**src/rtl/plaintext_block_packer.sv**
```systemverilog
// Packs a byte stream into 64-bit blocks; out_valid one cycle after the completing byte, in_ready drops while the output slot is stalled.
// PKCS_PAD_EN: PKCS#7-style padding with a trailing all-pad block; otherwise zero padding.
module plaintext_block_packer #(
  parameter int BLOCK_BYTES = 8,
  parameter int CNT_W       = 16
) (
  input  logic                     clk,
  input  logic                     rst,
  input  logic [7:0]               in_byte,
  input  logic                     in_valid,
  input  logic                     in_last,
  output logic                     in_ready,
  output logic [8*BLOCK_BYTES-1:0] out_block,
  output logic [3:0]               out_nbytes,
  output logic                     out_last,
  output logic                     out_valid,
  input  logic                     out_ready,
  output logic [CNT_W-1:0]         blk_count
);

  localparam int BW    = 8 * BLOCK_BYTES;
  localparam int IDX_W = $clog2(BLOCK_BYTES);

  typedef enum logic {S_FILL, S_FLUSH} state_t;

  state_t           r_state;
  state_t           w_state_nxt;
  logic [IDX_W-1:0] r_idx;
  logic [BW-1:0]    r_acc;
  logic [BW-1:0]    r_out_block;
  logic [3:0]       r_out_nbytes;
  logic             r_out_last;
  logic             r_out_valid;
  logic [CNT_W-1:0] r_blk_count;

  logic             w_accept;
  logic             w_full;
  logic             w_complete;
  logic             w_slot_free;
  logic             w_drain;
  logic             w_flush_load;
  logic             w_blk_last;
  logic             w_to_flush;
  logic [7:0]       w_pad;
  logic [3:0]       w_nbytes;
  logic [BW-1:0]    w_blk_nxt;

  assign w_slot_free = !r_out_valid || out_ready;
  assign w_drain     = r_out_valid && out_ready;
  assign w_accept    = in_valid && in_ready;
  assign w_full      = (r_idx == IDX_W'(BLOCK_BYTES - 1));
  assign w_complete  = w_accept && (w_full || in_last);
  assign w_nbytes    = 4'(int'(r_idx) + 1);

`ifdef PKCS_PAD_EN
  assign w_pad      = 8'(BLOCK_BYTES - 1 - int'(r_idx));
  assign w_blk_last = in_last && !w_full;
  assign w_to_flush = in_last && w_full;
`else
  assign w_pad      = 8'h00;
  assign w_blk_last = in_last;
  assign w_to_flush = 1'b0;
`endif

  // Block image as it will leave: stored bytes, the incoming byte, then pad.
  always_comb begin
    w_blk_nxt = '0;
    for (int k = 0; k < BLOCK_BYTES; k++) begin
      if (k < int'(r_idx))
        w_blk_nxt[BW-1-8*k -: 8] = r_acc[BW-1-8*k -: 8];
      else if (k == int'(r_idx))
        w_blk_nxt[BW-1-8*k -: 8] = in_byte;
      else
        w_blk_nxt[BW-1-8*k -: 8] = w_pad;
    end
  end

  always_ff @(posedge clk) begin
    if (rst)
      r_state <= S_FILL;
    else
      r_state <= w_state_nxt;
  end

  always_comb begin
    w_state_nxt = r_state;
    case (r_state)
      S_FILL:  if (w_complete && w_to_flush) w_state_nxt = S_FLUSH;
      S_FLUSH: if (w_slot_free) w_state_nxt = S_FILL;
      default: w_state_nxt = S_FILL;
    endcase
  end

  always_comb begin
    in_ready     = !rst && (r_state == S_FILL) && w_slot_free;
    w_flush_load = (r_state == S_FLUSH) && w_slot_free;
  end

  always_ff @(posedge clk) begin
    if (rst) begin
      r_idx <= '0;
      r_acc <= '0;
    end else if (w_complete) begin
      r_idx <= '0;
      r_acc <= '0;
    end else if (w_accept) begin
      r_idx                           <= r_idx + IDX_W'(1);
      r_acc[BW-1-8*int'(r_idx) -: 8] <= in_byte;
    end
  end

  always_ff @(posedge clk) begin
    if (rst) begin
      r_out_block  <= '0;
      r_out_nbytes <= '0;
      r_out_last   <= 1'b0;
      r_out_valid  <= 1'b0;
    end else if (w_complete) begin
      r_out_block  <= w_blk_nxt;
      r_out_nbytes <= w_nbytes;
      r_out_last   <= w_blk_last;
      r_out_valid  <= 1'b1;
    end else if (w_flush_load) begin
      r_out_block  <= {BLOCK_BYTES{8'(BLOCK_BYTES)}};
      r_out_nbytes <= 4'd0;
      r_out_last   <= 1'b1;
      r_out_valid  <= 1'b1;
    end else if (w_drain) begin
      r_out_valid  <= 1'b0;
    end
  end

  always_ff @(posedge clk) begin
    if (rst)
      r_blk_count <= '0;
    else if (w_drain)
      r_blk_count <= r_blk_count + CNT_W'(1);
  end

  assign out_block  = r_out_block;
  assign out_nbytes = r_out_nbytes;
  assign out_last   = r_out_last;
  assign out_valid  = r_out_valid;
  assign blk_count  = r_blk_count;

endmodule
```
**config.mk**
```make
export PLATFORM = sky130hd
export DESIGN_NAME = plaintext_block_packer
export DESIGN_NICKNAME = d
export VERILOG_FILES = /design/src/rtl/plaintext_block_packer.sv
export SDC_FILE = /design/constraint.sdc
export NUM_CORES = 1
export LEC_CHECK = 0
export BUFFER_PORTS_ARGS = -buffer_cell sky130_fd_sc_hd__buf_2
export CAP_MARGIN = 20
export CORE_ASPECT_RATIO = 0.75
export CORE_MARGIN = 2
export CORE_UTILIZATION = 50
export CTS_CLUSTER_DIAMETER = 120
export DETAILED_ROUTE_END_ITERATION = 8
export PLACE_DENSITY = 0.68
export SYNTH_ARGS = -nofsm -noshare
export SYNTH_HDL_FRONTEND = slang
export SYNTH_SLANG_ARGS = --single-unit
```
**constraint.sdc**
```tcl
create_clock -name clk -period 6.7 [get_ports clk]
set_clock_uncertainty 0.2 [all_clocks]
set_input_delay 0.67 -clock clk [delete_from_list [all_inputs] [get_ports clk]]
set_output_delay 0.67 -clock clk [all_outputs]
set_load 0.03 [all_outputs]
```
After elaboration in Yosys (flattened, before gate mapping)
Cells that the tools add are included.
{ "word_totals": {"ff_bits": 154, "output_inout_bits": 87} }
{ "classes": {"n_addsub": 5, "magnitude_cmp": 7, "n_eq_ne": 8, "shift": 2, "mux": 27, "bitwise": 1, "reduce_logical": 14} }
{ "ops": {"columns": ["operator", "n"], "rows": [
  ["$mux W64", 2],
  ["$mux W8", 15],
  ["$shift A8 B33 Y71 const A", 1],
  ["$shiftx A8 B33 Y71", 1],
  ["$bwmux W64", 1],
  ["$neg A7 Y33", 1],
  ["$add A16 B1 Y16 const B", 1],
  ["$eq A3 B3 Y1 const A", 4],
  ["$lt A3 B3 Y1 const A", 3],
  ["$mux W4", 2],
  ["$sub A6 B6 Y7 const A", 1],
  ["$eq A2 B3 Y1 const A", 2],
  ["$logic_and A1 B1 Y1", 6],
  ["$lt A1 B3 Y1 const A", 2],
  ["$lt A2 B3 Y1 const A", 2],
  ["$mux W1", 6],
  ["$add A3 B1 Y4 const B", 1],
  ["$add A3 B1 Y3 const B", 1],
  ["$eq A1 B3 Y1 const A", 1],
  ["$eq A3 B3 Y1 const B", 1],
  ["$logic_not A3 Y1", 1],
  ["$reduce_bool A3 Y1", 1],
  ["$logic_not A1 Y1", 2],
  ["$logic_or A1 B1 Y1", 2],
  ["other kinds (4)", 4]
]} }

Longest topological paths before layout
Gate-level depths: netlist (run 1).
{ "depth": {"ltp_word": 6, "ltp_mapped": 10, "mapped_depth_nobuf": 6} }

Worst setup path before layout (run 1)
No wires, ideal clock.
{ "synth_path": {"kind": "input to output", "startpoint": "input rst", "endpoint": "output in_ready", "arrival_time_ns": 1.944, "required_time_ns": 5.830, "slack_ns": 3.886, "cell_stages": 4, "path_buffers": 3, "cell_sequence": "buf_2 > buf_4 > buf_1 > nor3_1"} }
{ "synth_between": {"elab_chain_len": 3} }
{ "synth_rtl": {"columns": ["item", "line_no", "text"], "rows": [
  ["start: declaration", "8", "input logic rst,"],
  ["$logic_not A1 Y1", "95", "in_ready = !rst && (r_state == S_FILL) && w_slot_free;"],
  ["$logic_and A1 B1 Y1 (2 in series)", "95", null],
  ["end: declaration", "12", "output logic in_ready,"]
]} }
Every way passes these cells.

Worst setup path after layout (run 1)
{ "layout_path": {"startpoint": "register r_idx[1]", "endpoint": "register r_out_block[35] (netlist: out_block[35])"} }
{ "layout_between": {"elab_chain_len": 4} }
{ "layout_rtl": {"columns": ["item", "line_no", "text"], "rows": [
  ["start: declaration", "28", "logic [IDX_W-1:0] r_idx;"],
  ["start signal: assignment", "107", "r_idx <= r_idx + IDX_W'(1);"],
  ["parallel branches: the longest is 4 deep, another holds $lt A2 B3 Y1", null, null],
  ["end signal: assignment", "119", "r_out_block <= w_blk_nxt;"],
  ["end signal: assignment", "124", "r_out_block <= {BLOCK_BYTES{8'(BLOCK_BYTES)}};"],
  ["end: declaration", "30", "logic [BW-1:0] r_out_block;"]
]} }
Parallel ways; which one is timed is not known.
A chain may end at the register's enable or synchronous reset.

==> metrics.cfg, run 1 <==
[outcome]
status=finished, final reports clean

[worst_setup_path]
worst-path-max-fanout=30
reg2reg_setup_slack_ns=3.27
critical_path.startpoint_type=flip-flop
path_class=flip-flop to flip-flop
critPathRequiredTime_ns=6.76
critPathArrivalTime_ns=3.49
critical_path.endpoint_type=flip-flop

[sta]
finalWorstSetupSlack_ns=3.27
timing_worst_slew_pin_value_ns=1.03
timing.slew.headroom_pct=31.4
slew_viol_final=0
finalHoldViolations=0
achievable_frequency_mhz=292
final.setup.tns_ns=0
grt_setup_unrepaired=no
minimum_clock_period_ns=3.43
finalSetupViolCount=0
layout_worst_path_cycle_share_pct=51.2

[clocking]
cts.root.buffer_cell=clkbuf_16
sink_count_of_the_clock_tree=146
clockBufferDepth=2
clk_transition_reported_paths_ns=0.06
h-tree-depth=4
cts-hold-fix-buffers=0
worstSkewPairLatency_ns=0.42
tritoncts_clock_tree=built
cts_inserted_buffers=17
post-cts-setup-buffers=0
ctsResizeCount=0

[power_and_ir_drop]
pwr-share-comb_pct=7.1
power_switching_share_pct=24.0
max-vdd-ir-drop_v=0.000182
netSwitchingPower_uw=491
cell_area_power_density_mw_per_mm2=278
sequentialPowerShare_pct=43.6
p_clk_share_pct=49.3
internal-power_uw=1550
cellLeakagePower_uw=0.00290
fin_total_pwr_uw=2040

[synthesis]
synth.lib_cells_used.distinct=44
post_synth.cell_area_avg_um2=9.10
post_synth_instance_area_mm2=0.00620
netlist_instances=682
synth.largest_area_cell=dfxtp_1
synth_nets=702
yosys.area.top_type_share_pct=47.1
ys_ff_latch=146
synth.area.top_cells=dfxtp_1, mux2i_1, o2bb2ai_1
yosysSeqAreaShare_pct=47.1
ys.warnings.count=0

[detailed_routing]
drt-vias-per-instance=5.82
finalWirelength_um=16700
vias=5389
drt_pre_antenna_iters=5
detailedRoute.firstIterationViolations=395
drc_errors=0
wl_per_cell_um=18.0
antenna_viol_nets_final=0

[min_path]
timing.hold.worst.class=flip-flop to flip-flop

[placement]
finalWeightedCongestion=0.807
dp_worst_setup_slack_ns=3.29
hpwl_um=10700
placement.cell_area_mm2=0.00671
io_buffer_count=99
placed_cells=893

[floorplanning]
num_io_pins=100
floorplan.die.height_um=100
die_width_um=133
effective_utilization_at_floorplan_pct=51.0
rows=35
core_area_mm2=0.0122
overall_die_area_mm2=0.0133

[layout]
stdcell_count=926
area_taken_by_flip_flops_and_latches_mm2=0.00292
share_of_final_layout_standard_cells_stronger_than_drive_strength_1_pct=19.7
antenna_cells=0
fillCellCount=1072
areaGrowthSynthToFinish_pct=18.4
fin_nets=767
combined_area_of_the_multi_input_logic_cells_mm2=0.00302
stdcell_area_mm2=0.00735

[global_routing]
grt_remaining_overflow=0
grt_max_degree=60
grt_first_pass_wirelength_um=26500
via_count_of_the_first_global_routing_pass=5128
grt_util_all_layers_pct=25.2
antenna_found_initial=0

[run]
maxCapViolCount=0

[worst paths after layout]
path / startpoint / end / cells past startpoint
worst max-delay path: r_idx[1]$_SDFFE_PP0P_ / out_block[35]$_SDFFE_PP0P_ / 7
worst min-delay path: out_block[20]$_SDFFE_PP0P_ / out_block[20]$_SDFFE_PP0P_ / 1
worst max register to register: r_idx[1]$_SDFFE_PP0P_ / out_block[35]$_SDFFE_PP0P_ / 7
worst min register to register: out_block[20]$_SDFFE_PP0P_ / out_block[20]$_SDFFE_PP0P_ / 1
[cell usage in the layout, fill, tap and decap left out, types with 11 or more instances in the layout]
| cell | synthesis | final |
|---|---|---|
| a22o_1 | 18 | 18 |
| clkbuf_16 | 0 | 17 |
| and2_1 | 20 | 20 |
| nand3_1 | 36 | 36 |
| buf_2 | 10 | 99 |
| and3_1 | 19 | 19 |
| nor3_1 | 18 | 18 |
| dfxtp_1 | 146 | 146 |
| o21ai_0 | 19 | 19 |
| xor2_1 | 11 | 11 |
| mux2i_1 | 35 | 35 |
| nor2_1 | 78 | 78 |
| o2bb2ai_1 | 38 | 38 |
| a21oi_1 | 57 | 57 |
| nand2_1 | 40 | 40 |
[flip-flops by register name, summed over array words and instances, names as in the netlist]
| register | cells |
|---|---|
| out_last | 1 |
| out_block | 64 |
| out_nbytes | 4 |
| blk_count | 16 |
| r_state | 1 |
| r_idx | 3 |
| out_valid | 1 |
| r_acc | 56 |
[power by group through the flow]
stage                     combinational (uW)  sequential [uW]  clock [uW]
after CTS                                144              889        1010
after detailed placement                 143              908           0
final                                    145              889        1010
after global placement                   140              908           0
after floorplan                         91.7              918           0
after global routing                     156              890        1060
[routing by layer]
layer  track usage [%]  share of wire, %  vias up
li1                  -                 -     2574
met1              34.9                45     2579
met2              38.9                46      212
met3              6.39               7.6       24
met4              8.27               1.5        0
met5                 0                 0        -
[through the flow]
| stage | utilization [%] | hold WS, ns |
|---|---|---|
| after floorplan | - | 0.232 |
| after global placement | 55.0 | 0.240 |
| after detailed placement | 55.1 | 0.241 |
| after CTS | 60.3 | 0.256 |
| after global routing | 60.3 | 0.273 |
| final | 60.3 | 0.257 |
[final cells by class]
class / count / area share [%]
Multi-Input combinational cell: 472 / 41.1
Sequential cell: 146 / 39.8
Timing Repair Buffer: 105 / 7.46
Clock buffer: 19 / 6.03
Tap cell: 166 / 2.83
Clock inverter: 13 / 2.50
Inverter: 5 / 0.255
[critical path, cell delays in order, from the launching register on]
cell,delay (ns)
dfxtp_1,1.00
ha_1,0.33
ha_1,0.21
o21ai_1,0.17
or4_1,0.78
buf_8,0.29
a211oi_1,0.21
nor3_1,0.07
[synthesized netlist by cell type]
cell type / instances
buf_4: 2
nor4_4: 5
clkbuf_1: 36
nor2b_1: 2
or4_1: 3
nand4_1: 10
nor3_1: 18
o21bai_1: 1
dfxtp_1: 146
nand3_1: 36
buf_1: 10
nand2b_1: 9
nor4_2: 3
buf_6: 1
o21ai_1: 1
o21ai_0: 19
o2bb2ai_1: 38
xor2_1: 11
and3b_1: 1
a22o_1: 18
mux2i_1: 35
nor2b_4: 1
a31oi_1: 1
a22oi_1: 6
and3_1: 19
or3_1: 4
ha_1: 7
and2_1: 20
nor2_1: 78
nor2_4: 1
xnor2_1: 1
nor2_2: 1
and4_1: 4
nand2_1: 40
a21oi_1: 57
a32oi_1: 10
o31ai_1: 1
a211oi_1: 5
or2_2: 2
o31ai_2: 1
inv_1: 5
nand3b_1: 2
buf_2: 10
a21o_1: 1
[kinds of logic (layout without fill, tap and decap cells)]
kind of cell,after synthesis,count (layout),synth area share [%]
simple gates,259,259,22.3
fa+ha+maj,7,7,1.41
compound gates,159,159,17.5
flops,146,146,47.1
mux,35,35,5.65
xor+xnor,12,12,1.69
buf+inv,64,142,4.32
(Power assumes the default switching activity.)
==> run 2: changes to the inputs <==
--- a/config.mk
+++ b/config.mk
@@ -12,7 +12,7 @@
 export CORE_UTILIZATION = 50
 export CTS_CLUSTER_DIAMETER = 120
 export DETAILED_ROUTE_END_ITERATION = 8
-export PLACE_DENSITY = 0.68
+export PLACE_DENSITY = 0.71
 export SYNTH_ARGS = -nofsm -noshare
 export SYNTH_HDL_FRONTEND = slang
 export SYNTH_SLANG_ARGS = --single-unit
==> constraint.sdc (replaced) <==
create_clock -name clk -period 2.8 [get_ports clk]
set_clock_uncertainty 0.2 [all_clocks]
set_input_delay 0.28 -clock clk [delete_from_list [all_inputs] [get_ports clk]]
set_output_delay 0.28 -clock clk [all_outputs]
set_load 0.03 [all_outputs]
==> metrics.cfg, run 2 (same netlist as run 1, synthesis figures left out) <==
[outcome]
status=finished, final reports clean

[sta]
layout_worst_path_cycle_share_pct=90.6
slew_viol_final=0
finalHoldViolations=0
finalSetupViolCount=0
timing_worst_slew_pin_value_ns=0.763
grt_setup_unrepaired=no
final.setup.tns_ns=0
minimum_clock_period_ns=2.54
timing.slew.headroom_pct=48.7
achievable_frequency_mhz=394

[layout]
layout_commonest_cell=dfxtp_1
share_of_final_layout_standard_cells_stronger_than_drive_strength_1_pct=21.1
largest_reg_flops=64
antenna_cells=0
final_cell_mix=dfxtp_1, buf_2, nor2_1
fin_nets=783
areaGrowthSynthToFinish_pct=20.4
stdcell_area_mm2=0.00747

[global_routing]
antenna_found_initial=0
via_count_of_the_first_global_routing_pass=5262
grt_remaining_overflow=0
grt_max_degree=60
grt_first_pass_wirelength_um=27400
grt_util_all_layers_pct=26.1

[clocking]
clk_transition_reported_paths_ns=0.06
cts_inserted_buffers=17
post-cts-setup-buffers=0
cts.root.buffer_cell=clkbuf_16
sink_count_of_the_clock_tree=146
cts-hold-fix-buffers=2
clockBufferDepth=2
ctsResizeCount=0
h-tree-depth=4
worstSkewPairLatency_ns=0.42
tritoncts_clock_tree=built

[floorplanning]
overall_die_area_mm2=0.0133
num_io_pins=100
floorplan.die.height_um=100
rows=35
core_area_mm2=0.0122
die_width_um=133
effective_utilization_at_floorplan_pct=51.0

[worst_setup_path]
critical_path.endpoint_type=flip-flop
worst-path-max-fanout=20
critical_path.startpoint_type=flip-flop
critPathArrivalTime_ns=2.62
path_class=flip-flop to flip-flop
critPathRequiredTime_ns=2.88

[detailed_routing]
wl_per_cell_um=18.2
vias=5579
antenna_viol_nets_final=0
drt-vias-per-instance=5.92
drt_pre_antenna_iters=5
finalWirelength_um=17100
detailedRoute.firstIterationViolations=366
drc_errors=0

[run]
maxCapViolCount=0

[power_and_ir_drop]
cellLeakagePower_uw=0.00298
max-vdd-ir-drop_v=0.000415
cell_area_power_density_mw_per_mm2=651

[placement]
io_buffer_count=99
hpwl_um=11300
placement.cell_area_mm2=0.00683
finalWeightedCongestion=0.860

[min_path]
timing.hold.worst.class=primary input to flip-flop

run 2: path summary, 6_finish.rpt:
| path | start | cells after the start | end | slack (ns) |
|---|---|---|---|---|
| worst min-delay path | in_byte[3] | 3 | r_acc[35]$_SDFFE_PP0P_ | 0.05 |
| worst min register to register | out_block[23]$_SDFFE_PP0P_ | 1 | out_block[23]$_SDFFE_PP0P_ | 0.26 |
| worst max-delay path | r_idx[0]$_SDFFE_PP0P_ | 7 | r_acc[27]$_SDFFE_PP0P_ | 0.26 |
| worst max register to register | r_idx[0]$_SDFFE_PP0P_ | 7 | r_acc[27]$_SDFFE_PP0P_ | 0.26 |
run 2: cell type report:
class	instances	area (um^2)
clock buffers	21	470
clock inverters	11	150
fillers	1067	4700
inverters	5	18.8
multi-input cells	472	3020
flip-flops and latches	146	2920
well taps	166	208
repair buffers	121	678
run 2: worst max-delay path, cell delays in order (launching register included):
cell,delay (ns)
dfxtp_1,0.32
buf_4,0.21
inv_1,0.14
ha_1,0.41
nand3_1,0.18
nor4_4,0.60
mux2i_1,0.28
nor2_1,0.05
run 2: per-layer routing:
layer	global-route usage [%]	vias to the layer above	routed length, um
met1	37.0	2719	8110
met2	38.3	217	7360
met3	6.28	36	1220
met5	0	-	0
li1	-	2607	-
met4	10.7	0	415
run 2: power by group:
group | total (uW) | switching, uW | leakage, uW | internal, uW
clock network | 2380 | 899 | 0.000300 | 1480
registers | 2120 | 17.6 | 0.00118 | 2100
logic | 369 | 265 | 0.00151 | 104
run 2: stage by stage:
| stage | setup slack (ns) | total power (uW) | cells | utilization, % | hold slack (ns) |
|---|---|---|---|---|---|
| 3_3_place_gp | 0.314 | 2520 | 908 | 56.1 | 0.239 |
| 6_report | 0.264 | 4870 | 942 | 61.4 | 0.0495 |
| 3_5_place_dp | 0.296 | 2530 | 908 | 56.1 | 0.241 |
| 5_1_grt | 0.124 | 5020 | 942 | 61.4 | 0.0588 |
| 2_1_floorplan | 0.230 | 2420 | 682 | - | 0.216 |
| 4_1_cts | 0.278 | 4880 | 942 | 61.4 | 0.0365 |
